<file path="config.mk">
export PLATFORM = sky130hd
export DESIGN_NAME = mem_port_arbiter
export DESIGN_NICKNAME = d
export VERILOG_FILES = /design/src/rtl/mem_port_arbiter.sv
export SDC_FILE = /design/constraint.sdc
export NUM_CORES = 1
export LEC_CHECK = 0
export ABC_CLOCK_PERIOD_IN_PS = 5200
export CORE_AREA = 4 4 122 124
export CTS_BUF_LIST = sky130_fd_sc_hd__clkbuf_4 sky130_fd_sc_hd__clkbuf_8 sky130_fd_sc_hd__clkbuf_16
export CTS_CLUSTER_DIAMETER = 100
export DETAILED_ROUTE_END_ITERATION = 7
export DIE_AREA = 0 0 126 128
export HOLD_SLACK_MARGIN = 0.03
export PLACE_DENSITY = 0.59
export SKIP_CTS_REPAIR_TIMING = 1
export SYNTH_ARGS = -nofsm -noshare
export SYNTH_HDL_FRONTEND = slang
export SYNTH_SLANG_ARGS = --single-unit
</file>
<file path="constraint.sdc">
create_clock -name clk -period 5.2 [get_ports clk]
set_input_delay 0.78 -clock clk [delete_from_list [all_inputs] [get_ports clk]]
set_output_delay 0.78 -clock clk [all_outputs]
set_load 0.05 [all_outputs]
</file>
<file path="src/rtl/mem_port_arbiter.sv">
// mem_port_arbiter
// Shares one single-ported data memory between two requesters (port 0 and
// port 1). Grants are combinational so the winning access is issued in the
// same cycle; load data comes back from memory one cycle later and is routed
// to the port that issued the load.
//
// Ports
//   clk, rst                         clock, asynchronous active-high reset
//   pN_req/we/be/funct3/addr/wdata   request and payload from port N (0/1)
//   pN_gnt                           combinational grant to port N
//   pN_rvalid, pN_rdata              registered load-valid strobe and data
//   p1_err                           one-cycle pulse: port-1 MMIO store dropped
//   MemWrite, be, funct3, Address,
//   WriteData                        memory command for the granted access
//   ReadData                         memory read data, one cycle after command
//
// FIXED_PRIO=0 alternates between ports under contention. FIXED_PRIO=1
// prefers port 0 but forces port 1 through once it has been refused MAX_WAIT
// consecutive cycles.
module mem_port_arbiter #(
  parameter int FIXED_PRIO = 0,
  parameter int MAX_WAIT   = 4,
  parameter int ALEN       = 32,
  parameter int XLEN       = 32
) (
  input  logic            clk,
  input  logic            rst,
  input  logic            p0_req,
  input  logic            p0_we,
  input  logic [3:0]      p0_be,
  input  logic [2:0]      p0_funct3,
  input  logic [ALEN-1:0] p0_addr,
  input  logic [XLEN-1:0] p0_wdata,
  output logic            p0_gnt,
  output logic            p0_rvalid,
  output logic [XLEN-1:0] p0_rdata,
  input  logic            p1_req,
  input  logic            p1_we,
  input  logic [3:0]      p1_be,
  input  logic [2:0]      p1_funct3,
  input  logic [ALEN-1:0] p1_addr,
  input  logic [XLEN-1:0] p1_wdata,
  output logic            p1_gnt,
  output logic            p1_rvalid,
  output logic [XLEN-1:0] p1_rdata,
  output logic            p1_err,
  output logic            MemWrite,
  output logic [3:0]      be,
  output logic [2:0]      funct3,
  output logic [ALEN-1:0] Address,
  output logic [XLEN-1:0] WriteData,
  input  logic [XLEN-1:0] ReadData
);

  localparam int WW = (MAX_WAIT < 1) ? 1 : $clog2(MAX_WAIT + 1);
  localparam logic [WW-1:0] WAIT_MAX = WW'(MAX_WAIT);

  logic          prio_r;       // 0: port 0 wins the next tie, 1: port 1
  logic [WW-1:0] wait_cnt_r;   // consecutive cycles port 1 was refused
  logic          rd_pend_r;    // a load was issued last cycle
  logic          rd_owner_r;   // port that issued that load
  logic          pick_p1_s;
  logic          load_gnt_s;
  logic          mmio_drop_s;

  // Grant selection; grants are forced low while reset is asserted.
  always_comb begin
    p0_gnt    = 1'b0;
    p1_gnt    = 1'b0;
    pick_p1_s = 1'b0;
    if (FIXED_PRIO != 0) begin
      pick_p1_s = (wait_cnt_r == WAIT_MAX);
    end else begin
      pick_p1_s = prio_r;
    end
    if (rst) begin
      p0_gnt = 1'b0;
      p1_gnt = 1'b0;
    end else if (p0_req && p1_req) begin
      p0_gnt = !pick_p1_s;
      p1_gnt = pick_p1_s;
    end else begin
      p0_gnt = p0_req;
      p1_gnt = p1_req;
    end
  end

  // Memory command mux; port-1 stores into the MMIO half (addr MSB set) are
  // issued with the write enable suppressed so the access still completes.
  always_comb begin
    MemWrite    = 1'b0;
    be          = 4'b0000;
    funct3      = 3'b000;
    Address     = {ALEN{1'b0}};
    WriteData   = {XLEN{1'b0}};
    load_gnt_s  = (p0_gnt && !p0_we) || (p1_gnt && !p1_we);
    mmio_drop_s = p1_gnt && p1_we && p1_addr[ALEN-1];
    case ({p1_gnt, p0_gnt})
      2'b01: begin
        MemWrite  = p0_we;
        be        = p0_be;
        funct3    = p0_funct3;
        Address   = p0_addr;
        WriteData = p0_wdata;
      end
      2'b10: begin
        MemWrite  = p1_we && !p1_addr[ALEN-1];
        be        = p1_be;
        funct3    = p1_funct3;
        Address   = p1_addr;
        WriteData = p1_wdata;
      end
      default: begin
        MemWrite  = 1'b0;
        be        = 4'b0000;
        funct3    = 3'b000;
        Address   = {ALEN{1'b0}};
        WriteData = {XLEN{1'b0}};
      end
    endcase
  end

  // Arbitration state: round-robin pointer and port-1 starvation counter.
  always_ff @(posedge clk or posedge rst) begin
    if (rst) begin
      prio_r     <= 1'b0;
      wait_cnt_r <= {WW{1'b0}};
    end else begin
      if (p0_gnt) begin
        prio_r <= 1'b1;
      end else if (p1_gnt) begin
        prio_r <= 1'b0;
      end else begin
        prio_r <= prio_r;
      end
      if (p1_gnt) begin
        wait_cnt_r <= {WW{1'b0}};
      end else if (p1_req && (wait_cnt_r != WAIT_MAX)) begin
        wait_cnt_r <= wait_cnt_r + WW'(1);
      end else begin
        wait_cnt_r <= wait_cnt_r;
      end
    end
  end

  // Load response tracking and the registered per-port strobes.
  always_ff @(posedge clk or posedge rst) begin
    if (rst) begin
      rd_pend_r  <= 1'b0;
      rd_owner_r <= 1'b0;
      p0_rvalid  <= 1'b0;
      p1_rvalid  <= 1'b0;
      p1_err     <= 1'b0;
    end else begin
      rd_pend_r <= load_gnt_s;
      if (load_gnt_s) begin
        rd_owner_r <= p1_gnt;
      end else begin
        rd_owner_r <= rd_owner_r;
      end
      p0_rvalid <= p0_gnt && !p0_we;
      p1_rvalid <= p1_gnt && !p1_we;
      p1_err    <= mmio_drop_s;
    end
  end

  // Route returning read data to the owning port only; the other sees zero.
  always_comb begin
    p0_rdata = {XLEN{1'b0}};
    p1_rdata = {XLEN{1'b0}};
    if (rd_pend_r && !rd_owner_r) begin
      p0_rdata = ReadData;
    end else if (rd_pend_r && rd_owner_r) begin
      p1_rdata = ReadData;
    end else begin
      p0_rdata = {XLEN{1'b0}};
      p1_rdata = {XLEN{1'b0}};
    end
  end

endmodule

</file>
==> results of run 1 <==
-- path summary, 6_finish.rpt --
path / startpoint / end / depth (start not counted)
setup reg to reg: pick_p1_s / pick_p1_s / 5
min in group asynchronous: rst / rd_pend_r / 2
hold reg to reg: pick_p1_s / pick_p1_s / 2
max in group asynchronous: rst / p1_err / 2
setup / recovery: rst / Address[13] / 7
hold / removal: pick_p1_s / pick_p1_s / 2
-- metal layers --
metal	up-vias	GRT usage, %	share of wire (%)
met2	191	26.6	52
met5	-	0	0
met1	1444	15.9	38
met4	0	2.46	0.87
li1	1553	-	-
met3	8	3.38	9.1
-- cell usage after synthesis, types with 3 or more instances --
library cell / n
buf_2: 15
clkbuf_1: 18
inv_1: 3
nand2_1: 3
dfrtp_1: 6
and3_1: 33
and2_1: 32
ha_1: 3
nor2b_1: 71
a22oi_1: 71
-- power by group through the flow --
stage	logic [mW]	clock network, mW	registers (mW)
finish	0.538	0.124	0.0641
global route	0.567	0.127	0.0670
CTS	0.543	0.124	0.0644
detailed placement	0.541	0	0.0650
global placement	0.537	0	0.0644
floorplan	0.285	0	0.0577
-- area by class of cell --
class	count	share of cell area, %
timing repair buffer	327	62.3
clock buffer	3	1.43
multi-input combinational	224	28.8
inverter	4	0.285
sequential	6	2.85
tap	180	4.28
-- placed cells by master, fill, tap and decap left out, types with 2 or more instances in the layout --
cell and instances:
inv_1 3, ha_2 3, nor2b_1 71, a22oi_1 71, clkbuf_16 3, and2_1 32
nand2_1 3, dfrtp_1 6, buf_4 5, clkdlybuf4s50_1 320, and3_1 33, buf_12 2
-- worst max-delay path: stages --
cell             delay [ns]
clkdlybuf4s50_1        0.45
inv_1                  0.23
nand3_1                0.28
ha_2                   0.74
buf_4                  0.32
nor2b_1                0.22
clkdlybuf4s50_1        0.84
-- stage by stage --
stage	std cells	total power [mW]
after floorplan	267	0.343
after global placement	741	0.601
after detailed placement	741	0.606
after CTS	744	0.732
after global routing	744	0.762
final	744	0.726
-- kinds of logic (layout without fill, tap and decap cells) --
logic type                 after synthesis  after routing  share of synthesized area, %
and+or+nand+nor                        146            146                          50.2
AOI/OAI and AO/OA                       75             75                          30.8
buffers and inverters                   37            334                          8.67
DFF                                      6              6                          8.26
adders and majority gates                3              3                          2.06
-- state kept, by name, summed over array words and instances (netlist names) --
signal / flops
p0_rvalid: 1
p1_err: 1
p1_rvalid: 1
pick_p1_s: 1
rd_owner_r: 1
rd_pend_r: 1
==> results.json, run 1 <==
{
  "status": "completed",
  "crit_arrival_ns": 3.87,
  "overflow": 0,
  "hold_ws_ns": 0.529,
  "drc": 0,
  "max-slew-margin-rel_pct": 46.1,
  "numCtsBuffers": 3,
  "floorplan.die.width_um": 126,
  "synthTopCellsByArea": "a22oi_1, nor2b_1, and3_1, and2_1, dfrtp_1",
  "synth_edf_count": 0,
  "switching_share_pct": 44.3,
  "n_fill_cell": 1393,
  "grt_max_degree": 73,
  "path_clk_slew_ns": 0.03,
  "ir_drop_mv": 0.122,
  "cp.required_ns": 4.42,
  "cts_sinks": 6,
  "antenna_found_initial": 0,
  "num_io_pins": 321,
  "min_period_ns": 4.65,
  "place_area_um2": 5190,
  "cts_htree_levels": 1,
  "p_int_mw": 0.405,
  "dr.pass1.iters": 4,
  "p_per_area_nw_per_um2": 138,
  "end_kind": "primary output",
  "clockPowerShare_pct": 17.1,
  "grt_pass1_wl_um": 18300,
  "netSwitchingPower_mw": 0.322,
  "fmax_mhz": 215,
  "vias": 3196,
  "grt_pass1_vias": 3323,
  "pwr-share-seq_pct": 8.8,
  "drive_above_1_share_pct": 2.84,
  "drv_slew": 0,
  "dieArea_um2": 16100,
  "pwr-share-comb_pct": 74.1,
  "rsz0062_at_grt": "false",
  "yosysSeqAreaShare_pct": 8.26,
  "cts_buffer_depth": 2,
  "synthToLayoutAreaGrowth_pct": 190,
  "postRouteAntennaNets": 0,
  "leakage_nw": 1.90,
  "viasPerCell": 4.30,
  "dpl.hpwl_um": 10500,
  "cts_tree": "built",
  "hold_viol": 0,
  "ys_warn_count": 0,
  "skew_ns": 0.00117,
  "pre_cts_slack_ns": 0.461,
  "gp_congestion": 0.874,
  "hp-class": "reg2reg",
  "ys.flop_type": "dfrtp_1",
  "drt_iter0_markers": 106,
  "synth_fp_nets": 450,
  "core-area_um2": 13800,
  "diodes": 0,
  "final_area_um2": 5260,
  "layout_setup_ws_ns": 0.550,
  "critical_path_class": "in2out",
  "grt_usage_pct": 13.9,
  "startpoint_type": "primary input",
  "synth-async-reset-ratio_pct": 100,
  "post_drt_wl_per_cell_um": 17.0,
  "final_util_pct": 38.2,
  "multi_input_area_um2": 1520,
  "layout.nets": 749,
  "synth_cell_types": 22,
  "rrSetupSlack_ns": 3.97,
  "synth.cell_area_um2": 1820,
  "start_util_pct": 13.2,
  "min_period_over_period_pct": 89.4,
  "chipHeight_um": 128,
  "synthCells": 267,
  "ys_seq_elements": 6,
  "fin_tns_setup_ns": 0,
  "port_buffers": 320,
  "cp_max_fo": 31,
  "max_slew.worst_pin.slew_ns": 0.809,
  "seqCellArea_um2": 150,
  "rows": 43,
  "setup_violations": 0,
  "synth_top_area_share_pct": 29.3,
  "clock_latency_ns": 0.23,
  "cts_root_buffer": "clkbuf_16",
  "drt_wl_total_um": 12600,
  "yosysTopAreaCell": "a22oi_1",
  "syn_area_per_cell_um2": 6.81,
  "maxCapViolCount": 0
}
(Power assumes the default switching activity.)
==> inputs of run 2 (changes only) <==
- HOLD_SLACK_MARGIN: 0.03 -> default
- SETUP_SLACK_MARGIN: default -> 0.02
==> results of run 2 <==
The final DEF is identical to that of run 1; final timing and power are the same.
==> patch 1: new RTL, flow settings as in run 2 <==
Make the reset (`rst`) synchronous in 2 clocked blocks. Comments in the files are not updated.
--- a/src/rtl/mem_port_arbiter.sv
+++ b/src/rtl/mem_port_arbiter.sv
@@ -121,7 +121,7 @@
   end
 
   // Arbitration state: round-robin pointer and port-1 starvation counter.
-  always_ff @(posedge clk or posedge rst) begin
+  always_ff @(posedge clk) begin
     if (rst) begin
       prio_r     <= 1'b0;
       wait_cnt_r <= {WW{1'b0}};
@@ -144,7 +144,7 @@
   end
 
   // Load response tracking and the registered per-port strobes.
-  always_ff @(posedge clk or posedge rst) begin
+  always_ff @(posedge clk) begin
     if (rst) begin
       rd_pend_r  <= 1'b0;
       rd_owner_r <= 1'b0;
Formal check against the unedited RTL: differs if rst is asserted again (counterexample within 4 cycles, from zero or initial values and one cycle with rst high); with rst held inactive, the same outputs for 10 cycles.
==> patch 1 against run 2 <==
  * Synthesized area up 1.4%
  * Wire length decreased by 0.97%
  * Sequential share of layout area fell by 0.56 points
  * Total power is 17% lower
  * Setup slack better by 360 ps
  * Fmax grew 8.3%
  * Die area stayed put
  * Highest routed layer unchanged
  * Non-clock buffer count up 1
  * Sequential cell count unchanged
  * Combinational power is 20% lower
  * Final area is 0.67% lower
  * Final cell count rose by 0.40%
  * Largest power group unchanged
  * Register-to-register slack worse by 130 ps
==> patch 1: results (changes against run 2) <==
| Metric | Value |
|---|---|
| Status | completed |
| Layout cells sized above 1 | 0.0476 (+0.0193) |
| Clk_lat worst skew | 230 ps (about the same) |
| Drc violations | 0 (unchanged) |
| Crit path time final | 4290 ps (-356 ps) |
| Initial antenna violation count | 0 (unchanged) |
| Largest net degree at the start of global routing | 46 (-37%) |
| Clock buffer depth | 2 (unchanged) |
| Detailed placement HPWL | 10.5 mm (about the same) |
| Sequential share of the synthesized area | 0.0651 (-0.0175) |
| Vias in the first global route | 3,375 (+1.6%) |
| Post-synthesis cell count | 269 (+0.75%) |
| Reg2reg setup slack | 3840 ps (-130 ps) |
| Top_reg_cell synth | dfxtp_1 |
| H-tree depth | 1 (unchanged) |
| DRT Pass-1 Iters | 4 (unchanged) |
| Placement Setup Slack | 916 ps (+455 ps) |
| Total wire length | 12.5 mm (-0.97%) |
| Clk_skew | 2.41 ps (+1.24 ps) |
| GP Congestion | 0.846 (-3.1%) |
| CP max FO | 44 (+42%) |
| Root Driver | clkbuf_16 |
| All-Layer GR Usage | 0.140 (+0.000749) |
| Iter 0 DRT Violations | 112 (+5.7%) |
| YS warnings | 0 (unchanged) |
| Vias | 3,189 (-0.22%) |
| Wire per inst | 16.7 µm (-1.4%) |
| Dpl cells | 744 (+0.40%) |
| First-pass GRT wire length | 18.5 mm (+0.83%) |
| Syn Nets | 452 (+0.44%) |
| Worst VDD drop | 0.0000948 V (-22%) |
| Asr flop ratio synth | 0 (-1.00) |
| Synth top area cells | a22oi_1, nor2b_1, and3_1 |
| Relative slew slack | 0.578 (+0.117) |
| Total CTS buffers | 3 (unchanged) |
| List of most frequent post-synthesis cells | nor2b_1, a22oi_1, and3_1, and2_1, buf_2 |
| P_leak | 1.89 nW (-0.63%) |
| Arrival time worst endpoint | 3510 ps (-360 ps) |
| Unique masters post-synth | 26 (+18%) |
patch 1: changes by cell type after synthesis, moves of 3 or more:
cell      before  now
dfxtp_1        0    6
and2_2         0    7
and2_1        32   25
dfrtp_1        6    0
clkbuf_1      18   10
buf_6          0    3
clkbuf_2       0    4
and3_1        33   30
patch 1: worst max-delay path: stages:
cell and delay, ps:
clkdlybuf4s50_1 460, nand2b_1 130, nand3_1 220, inv_1 150, ha_2 190, buf_4 400
a22oi_1 190, nor2b_1 150, clkdlybuf4s50_1 820
patch 1: final timing paths:
check | start | endpoint | depth (start not counted)
setup / recovery | p0_req | Address[23] | 9
hold / removal | pick_p1_s$_SDFFE_PP0P_ | pick_p1_s$_SDFFE_PP0P_ | 2
setup reg to reg | pick_p1_s$_SDFFE_PP0P_ | pick_p1_s$_SDFFE_PP0P_ | 5
hold reg to reg | pick_p1_s$_SDFFE_PP0P_ | pick_p1_s$_SDFFE_PP0P_ | 2
patch 1: cells by family (layout without fill, tap and decap cells):
kind of cell,count (synthesis),in the layout,synth area share
AOI/OAI and AO/OA,75,75,0.305
adders and majority gates,3,3,0.0204
and+or+nand+nor,147,147,0.505
buffers and inverters,38,336,0.104
DFF,6,6,0.0651
patch 1: cell type report:
class	instances	area, µm²
tap	180	225
inverter	5	18.8
sequential	6	120
multi-input combinational	225	1540
fill	1390	8540
timing repair buffer	328	3250
clock buffer	3	75.1
patch 1: power by group:
part | internal, mW | leakage [nW] | switching (mW)
registers | 0.0481 | 0.0490 | 0.000787
clock network | 0.0986 | 0.0370 | 0.0247
logic | 0.215 | 1.80 | 0.213
patch 1: metal layers:
metal | vias to the layer above | GRT usage | part of all wire
met3 | 6 | 0.0529 | 0.11
met5 | - | 0 | 0
met2 | 200 | 0.264 | 0.51
met1 | 1420 | 0.156 | 0.38
met4 | 0 | 0.0120 | 0.0049
li1 | 1563 | - | -
patch 1: metrics by stage:
stage	power [mW]	util	instance area, µm²	hold slack [ps]
2_1_floorplan	0.260	-	1840	434
3_3_place_gp	0.478	0.374	5150	454
3_5_place_dp	0.480	0.374	5150	472
4_1_cts	0.608	0.380	5230	477
5_1_grt	0.632	0.380	5230	519
6_report	0.601	0.380	5230	477
==> patch 2: new RTL, config.mk and constraints of run 2 <==
Made on the original files. Register the output `p1_err` once more; this adds one clock of latency there. The other outputs are not delayed to match. Comments in the files are not updated.
--- a/src/rtl/mem_port_arbiter.sv
+++ b/src/rtl/mem_port_arbiter.sv
@@ -54,6 +54,8 @@
 
   localparam int WW = (MAX_WAIT < 1) ? 1 : $clog2(MAX_WAIT + 1);
   localparam logic [WW-1:0] WAIT_MAX = WW'(MAX_WAIT);
+
+  logic p1_err_s0;
 
   logic          prio_r;       // 0: port 0 wins the next tie, 1: port 1
   logic [WW-1:0] wait_cnt_r;   // consecutive cycles port 1 was refused
@@ -150,7 +152,7 @@
       rd_owner_r <= 1'b0;
       p0_rvalid  <= 1'b0;
       p1_rvalid  <= 1'b0;
-      p1_err     <= 1'b0;
+      p1_err_s0  <= 1'b0;
     end else begin
       rd_pend_r <= load_gnt_s;
       if (load_gnt_s) begin
@@ -160,7 +162,7 @@
       end
       p0_rvalid <= p0_gnt && !p0_we;
       p1_rvalid <= p1_gnt && !p1_we;
-      p1_err    <= mmio_drop_s;
+      p1_err_s0 <= mmio_drop_s;
     end
   end
 
@@ -178,5 +180,9 @@
     end
   end
 
+  always_ff @(posedge clk) begin
+    p1_err <= p1_err_s0;
+  end
+
 endmodule
 
Function: changed (a bounded check fails within 4 cycles, from zero or initial values and one cycle with rst high).
==> patch 2 against run 2 <==
  * Wire length about the same
  * Critical path depth unchanged
  * Sequential cell count increased by 1
  * Largest power group unchanged
  * Synthesized area increased by 3.4%
  * Setup slack improved by 320 ps
  * Total power increased by 2.7%
  * First-iteration DRC count increased by 20%
  * Non-clock buffer count decreased by 2
  * Clock power increased by 7%
  * Combinational power decreased by 0.7%
  * Sequential share of layout area increased by 0.36 points
  * Final area increased by 0.69%
  * Critical path type unchanged
==> patch 2: results (changes against run 2) <==
| Metric | Value |
|---|---|
| Iter 0 DRT Violations | 127 (+20%) |
| Largest net degree at the start of global routing | 64 (-12%) |
| R2R Path End | rd_owner_r$_DFFE_PP0P_ |
| Hold path depth | 0 (-2) |
| List of most frequent post-synthesis cells | a22oi_1, nor2b_1, and3_1, and2_1, buf_2 |
| Initial antenna violation count | 1 (+1) |
| Wire per inst | 17.0 µm (about the same) |
| Asr flop ratio synth | 0.857 (-0.143) |
| Hold wc startpoint | p1_err_s0$_DFF_PP0_ |
| Worst VDD drop | 0.0000802 V (-34%) |
| P_leak | 1.90 nW (+0.25%) |
| Fin Hold WS | 337 ps (-192 ps) |
| All-Layer GR Usage | 0.138 (-0.000997) |
| Layout Nets | 747 (-0.27%) |
| Cell count of the worst reg-to-reg path | 1 (-4) |
| Vias | 3,206 (+0.31%) |
| Reg2reg setup slack | 3930 ps (-40 ps) |
| Detailed placement HPWL | 10.4 mm (-0.77%) |
| Synth top area cells | a22oi_1, nor2b_1, and3_1 |
| GP Congestion | 0.935 (+7.1%) |
| Layout cells sized above 1 | 0.0266 (-0.00173) |
| Via density | 4.31 (+0.31%) |
| Crit Reg-Reg Startpoint | rd_owner_r$_DFFE_PP0P_ |
| Status | completed |
| Relative slew slack | 0.328 (-0.133) |
| Fin crit share | 0.832 (-0.0620) |
| Dpl cells | 739 (-0.27%) |
| Hold Path Sink | p1_err$_DFF_P_ |
| Syn avg cell area | 7.04 µm² (+3.4%) |
| First-pass GRT wire length | 18.2 mm (-0.75%) |
## patch 2: critical path, delay by kind of cell
kind	cells	cell delay, ps
adders and majority gates	1	520
buffers and inverters	4	1730
and+or+nand+nor	2	480
## patch 2: report_power, final
part           leakage, nW  switching, mW  internal [mW]  total, mW
combinational         1.77          0.278          0.256      0.534
clock               0.0416         0.0261          0.107      0.133
sequential          0.0878         0.0204         0.0585     0.0789
total                 1.90          0.325          0.421      0.746
## patch 2: final cells by class
type	count	area share
well taps	180	0.0425
clock buffers	4	0.0156
repair buffers	325	0.619
flip-flops and latches	7	0.0321
inverters	3	0.00212
diodes	1	0.000472
multi-input cells	224	0.289
## patch 2: metal layers
| layer | vias up | wire, µm | share of wire | global-route usage |
|---|---|---|---|---|
| met2 | 213 | 6350 | 0.50 | 0.257 |
| met1 | 1430 | 4760 | 0.38 | 0.153 |
| met4 | 0 | 248 | 0.020 | 0.0303 |
| met3 | 12 | 1260 | 0.10 | 0.0467 |
| li1 | 1551 | - | - | - |
| met5 | - | 0 | 0 | 0 |
## patch 2: how the worst max path moves through the flow
stage / to / from
floorplan: MemWrite / rst
global placement: Address[30] / rst
detailed placement: Address[3] / rst
CTS: Address[3] / rst
global route: WriteData[21] / rst
finish: Address[3] / rst
## patch 2: logic make-up (layout without fill, tap and decap cells)
family	after synthesis	in the layout	share of synthesized area
other	0	1	0
DFF	7	7	0.0905
adders and majority gates	3	3	0.0200
and+or+nand+nor	146	146	0.492
buffers and inverters	36	332	0.0998
AOI/OAI and AO/OA	75	75	0.298
## patch 2: through the flow
step	util	area, µm²
final	0.385	5300
after global routing	0.385	5300
after CTS	0.385	5300
after detailed placement	0.379	5220
after global placement	0.379	5220
after floorplan	-	1880
